--- src/rtl/fifo_level_ctr.sv ---
// fifo_level_ctr: saturating binary occupancy counter with registered level flags and sticky errors
module fifo_level_ctr #(
  parameter int DEPTH = 8,
  parameter int AF_THRESH = DEPTH - 2,
  parameter int AE_THRESH = 1,
  localparam int LW = $clog2(DEPTH + 1)
) (
  input  logic          CLK,
  input  logic          RST_FIFO_,
  input  logic          INCFIFO,
  input  logic          DECFIFO,
  input  logic          FLUSH,
  input  logic          ERR_CLR,
  output logic [LW-1:0] LEVEL,
  output logic [LW-1:0] SPACE,
  output logic          FIFOEMPTY,
  output logic          FIFOFULL,
  output logic          FIFOAEMPTY,
  output logic          FIFOAFULL,
  output logic          OVERFLOW,
  output logic          UNDERFLOW
);
  localparam logic [LW-1:0] D = LW'(DEPTH);
  localparam logic [LW-1:0] AF = LW'(AF_THRESH);
  localparam logic [LW-1:0] AE = LW'(AE_THRESH);
  if (DEPTH < 2 || AF_THRESH < 1 || AF_THRESH > DEPTH || AE_THRESH < 0 || AE_THRESH > DEPTH - 1) begin : g_bad_params
    $error("fifo_level_ctr: illegal DEPTH/AF_THRESH/AE_THRESH");
  end
  logic [LW-1:0] cnt, nxt;
  logic at_full, at_empty, ovf_set, unf_set;
  assign at_full = cnt == D;
  assign at_empty = cnt == '0;
  assign LEVEL = cnt;
  // next count saturates at both ends; a write paired with a read on empty still lands
  always_comb begin
    nxt = FLUSH ? '0 :
          (INCFIFO && !DECFIFO && !at_full) ? cnt + 1'b1 :
          (DECFIFO && !INCFIFO && !at_empty) ? cnt - 1'b1 :
          (INCFIFO && DECFIFO && at_empty) ? LW'(1) : cnt;
    ovf_set = !FLUSH && INCFIFO && !DECFIFO && at_full;
    unf_set = !FLUSH && DECFIFO && at_empty;
  end
  // count and flags all derive from nxt so they stay consistent every cycle
  always_ff @(posedge CLK or negedge RST_FIFO_) begin
    if (!RST_FIFO_) begin
      cnt <= '0;
      SPACE <= D;
      FIFOEMPTY <= 1'b1;
      FIFOFULL <= 1'b0;
      FIFOAEMPTY <= 1'b1;
      FIFOAFULL <= 1'b0;
      OVERFLOW <= 1'b0;
      UNDERFLOW <= 1'b0;
    end else begin
      cnt <= nxt;
      SPACE <= D - nxt;
      FIFOEMPTY <= nxt == '0;
      FIFOFULL <= nxt == D;
      FIFOAEMPTY <= nxt <= AE;
      FIFOAFULL <= nxt >= AF;
      OVERFLOW <= ovf_set | (OVERFLOW & ~ERR_CLR);
      UNDERFLOW <= unf_set | (UNDERFLOW & ~ERR_CLR);
    end
  end
endmodule

--- config.mk ---
export PLATFORM = sky130hd
export DESIGN_NAME = fifo_level_ctr
export DESIGN_NICKNAME = d
export VERILOG_FILES = /design/src/rtl/fifo_level_ctr.sv
export SDC_FILE = /design/constraint.sdc
export NUM_CORES = 1
export LEC_CHECK = 0
export BUFFER_PORTS_ARGS = -buffer_cell sky130_fd_sc_hd__buf_2
export CORE_MARGIN = 5
export CORE_UTILIZATION = 50
export CTS_CLUSTER_DIAMETER = 150
export DETAILED_ROUTE_END_ITERATION = 10
export GPL_TIMING_DRIVEN = 0
export PLACE_DENSITY = 0.76
export SETUP_SLACK_MARGIN = 0.3
export SLEW_MARGIN = 10
export SYNTH_ARGS = -nofsm -noshare
export SYNTH_HDL_FRONTEND = slang
export SYNTH_SLANG_ARGS = --single-unit
--- constraint.sdc ---
create_clock -name CLK -period 3.4 [get_ports CLK]
set_input_delay 0.34 -clock CLK [delete_from_list [all_inputs] [get_ports CLK]]
set_output_delay 0.34 -clock CLK [all_outputs]
set_load 0.05 [all_outputs]
==> run summary <==
status - finished, final reports clean
Max Freq - 393 MHz
synthesized netlist net count - 83
Slew headroom - 0.713
area of the placeable core - 0.00149 mm^2
final worst clock skew - 0.00641 ns
fraction of layout instances using a drive strength above 1 - 0.385
area added between synthesis and finish - 19.6%
share of synthesized area occupied by flip-flops and latches - 0.426
instance area after placement - 888 um^2
diode insertion count for antenna repair - 0
Sequential Area - 329 um^2
Avg Vias per Cell - 5.41
maximum root-to-sink buffer count - 2
peak ir drop on the vdd network - 321 uV
share of power burned in registers - 0.381
total routing usage reported by global routing - 0.152
remaining global-route overflow - 0
WP data arrival - 2.74 ns
max capacitance violation total - 0
Die ar. - 0.00243 mm^2
share of Yosys cell area claimed by the top area cell type - 0.324
Critical Path, Cell by Cell - inv_1, ha_1, nor3b_4, or2b_1, o221a_4, or3_4, inv_1, ha_1, inv_1, o31a_2, o21ai_1
cell seen most often among critical-path stages - inv_1
FF+latch count, synth - 13
drt first-iter violations - 13
IO Port Bufs - 19
critical path peak fanout - 8
Antenna Nets Post-Route - 0
number of global-route vias before repair - 631
final WL - 1.55 mm
master of the slowest instance on the critical path - dfrtp_1
required time worst endpoint - 3.60 ns
average wire per cell in the routed design - 13.8 um
category of the worst setup path capture point - flop
first-pass GRT wire length - 2.81 mm
cell count after synthesis - 72
biggest area consumer among synthesized cells - dfrtp_1
number of clock buffers inserted by TritonCTS - 3
proportion of power drawn by combinational gates - 0.447
finished layout cell area - 925 um^2
Via Count - 606
most frequent cells after synthesis - dfrtp_1, inv_1, ha_1, nand3b_1
Total Neg Setup Slack - 0 ns
TritonCTS Sinks - 13
NumNets Final - 108
antenna violations before repair - 0
RSZ-0062 raised after global routing - no
top-level I/O count - 20
setup slack after placement - 0.924 ns
horizontal die dimension - 49.3 um
Switching Power - 0.000228 W
Worst Slack Setup Final - 0.853 ns
Min Clock Period, post-route - 2.55 ns
clock network power share - 0.172
number of warning messages in the yosys log - 0
weighted congestion at the end of routability-driven global placement - 0.775
TritonCTS clock tree - built
transition time at the pin with the least slew margin - 0.429 ns
crit path kind - flop to flop
pin count of the biggest net entering global routing - 14
maximum level of the CTS H-tree - 1
leakage power - 0.484 nW
Synth Cell Area - 773 um^2
final count of pins violating max slew - 0
Internal Power - 0.000304 W
Pwr per Cell Area - 575 mW/mm^2
Min-Delay Path Class - input pin to flop
final hold violation count - 0
DRC violations left - 0
proportion of synthesized flip-flops having asynchronous set or reset - 1.00
CP peak stage delay - 0.49 ns
final count of negative-setup-slack endpoints - 0
worst slack on hold paths - 0.250 ns
layout filler cell count - 128
Unique masters post-synth - 33
flip-flop cell with the highest count after synthesis - dfrtp_1
latest clock arrival within the worst-skew pair - 0.27 ns
initial core utilization - 0.519
clock slew seen by the registers of the worst setup and hold paths - 0.07 ns
final critical-path share of the clock period - 0.749
switching fraction of total power - 0.428
synthesized area per cell - 10.7 um^2
cell types with the largest area share after synthesis - dfrtp_1, dfstp_2, ha_1
number of placement rows - 14
number of detailed-route iterations in the first pass - 4
EDFF count, synth - 0
type of origin of the critical path - flop
multi-input gate area in the final layout - 399 um^2
Final HPWL DP - 1.23 mm
Die H - 49.3 um
CTS Root Cell - clkbuf_4
==> stage by stage <==
stage	cells	utilization	power, W
global placement	107	0.597	0.000437
detailed placement	107	0.597	0.000443
floorplan	72	-	0.000390
CTS	112	0.621	0.000539
global route	112	0.621	0.000566
finish	112	0.621	0.000531
==> power by group through the flow <==
stage / Sequential [W] / Clock [W] / Combinational, W
2_1_floorplan: 0.000300 / 0 / 0.0000899
3_3_place_gp: 0.000204 / 0 / 0.000233
3_5_place_dp: 0.000206 / 0 / 0.000237
4_1_cts: 0.000203 / 0.0000967 / 0.000240
5_1_grt: 0.000207 / 0.000104 / 0.000255
6_report: 0.000202 / 0.0000914 / 0.000238
==> worst max-delay path: cells and delay by family, from the launching register on <==
kind / cells / cell delay, ns
flip-flops: 1 / 0.49
AND/OR/NAND/NOR: 3 / 0.81
buffers and inverters: 3 / 0.23
adder cells (fa/ha/maj): 2 / 0.41
AO/OA/AOI/OAI: 3 / 0.51
==> final timing paths <==
path | cells after the start | slack, ns | endpoint | start
min | 2 | 0.25 | OVERFLOW$_DFF_PN0_ | ERR_CLR
min reg2reg | 2 | 0.52 | UNDERFLOW$_DFF_PN0_ | UNDERFLOW$_DFF_PN0_
max | 11 | 0.85 | FIFOAFULL$_DFF_PN0_ | SPACE[0]$_DFF_PN0_
max in group asynchronous | 2 | 2.65 | FIFOEMPTY$_DFF_PN1_ | RST_FIFO_
max reg2reg | 11 | 0.85 | FIFOAFULL$_DFF_PN0_ | SPACE[0]$_DFF_PN0_
min in group asynchronous | 2 | 0.47 | LEVEL[2]$_DFF_PN0_ | RST_FIFO_
==> kinds of logic (layout without fill, tap and decap cells) <==
kind of cell / after synthesis / after routing / share of synthesized area
buf+inv: 11 / 35 / 0.0583
xor+xnor: 2 / 2 / 0.0227
compound gates: 12 / 12 / 0.144
simple gates: 27 / 27 / 0.238
fa+ha+maj: 5 / 5 / 0.0809
flops: 13 / 13 / 0.426
mux: 2 / 2 / 0.0307
==> layout by cell type, fill, tap and decap left out <==
cell type      Yosys  layout
dfstp_2            3       3
or2b_1             1       1
or3_4              1       1
clkbuf_1           0       1
mux2i_2            1       1
nor3b_4            1       1
and3b_1            1       1
xnor2_1            1       1
and3_1             2       2
or2b_2             1       1
ha_1               5       5
a21o_2             1       1
o211ai_1           1       1
buf_4              1       1
nand3_1            3       3
a21o_1             2       2
nor3b_1            1       1
mux2i_1            1       1
o21ai_1            1       1
o221a_4            1       1
dlygate4sd3_1      0       1
nand3b_1           4       4
clkbuf_4           0       3
nor3_1             2       2
nand2_1            3       3
nand4_1            1       1
dfrtp_1           10      10
xor2_1             1       1
and2b_1            1       1
o2bb2ai_1          1       1
buf_2              0      19
inv_1             10      10
o311ai_2           1       1
o31a_2             2       2
o21ai_0            2       2
and2b_2            2       2
nor2_1             3       3
==> sequential cells by signal, indices dropped and copies added, names as in the netlist <==
register,flops
OVERFLOW,1
UNDERFLOW,1
FIFOFULL,1
FIFOAEMPTY,1
FIFOEMPTY,1
SPACE,4
FIFOAFULL,1
LEVEL,3
==> layer usage <==
layer | track usage | vias up | part of all wire
li1 | - | 296 | -
met1 | 0.163 | 286 | 0.39
met2 | 0.240 | 18 | 0.51
met3 | 0.0673 | 6 | 0.068
met4 | 0.0942 | 0 | 0.027
met5 | 0 | - | 0
==> repair_timing <==
action | in CTS | in global routing
hold endpoints to repair | 10 | 0
resized for setup | 0 | 0
buffers inserted | 0 | 0
hold buffers | 1 | 0
==> cell type report <==
| type | count | area share |
|---|---|---|
| clock buffers | 4 | 0.0284 |
| inverters | 10 | 0.0406 |
| well taps | 16 | 0.0217 |
| flip-flops and latches | 13 | 0.356 |
| repair buffers | 20 | 0.114 |
| multi-input cells | 48 | 0.432 |
| plain buffers | 1 | 0.00812 |
Power figures use the tool's default switching activity.
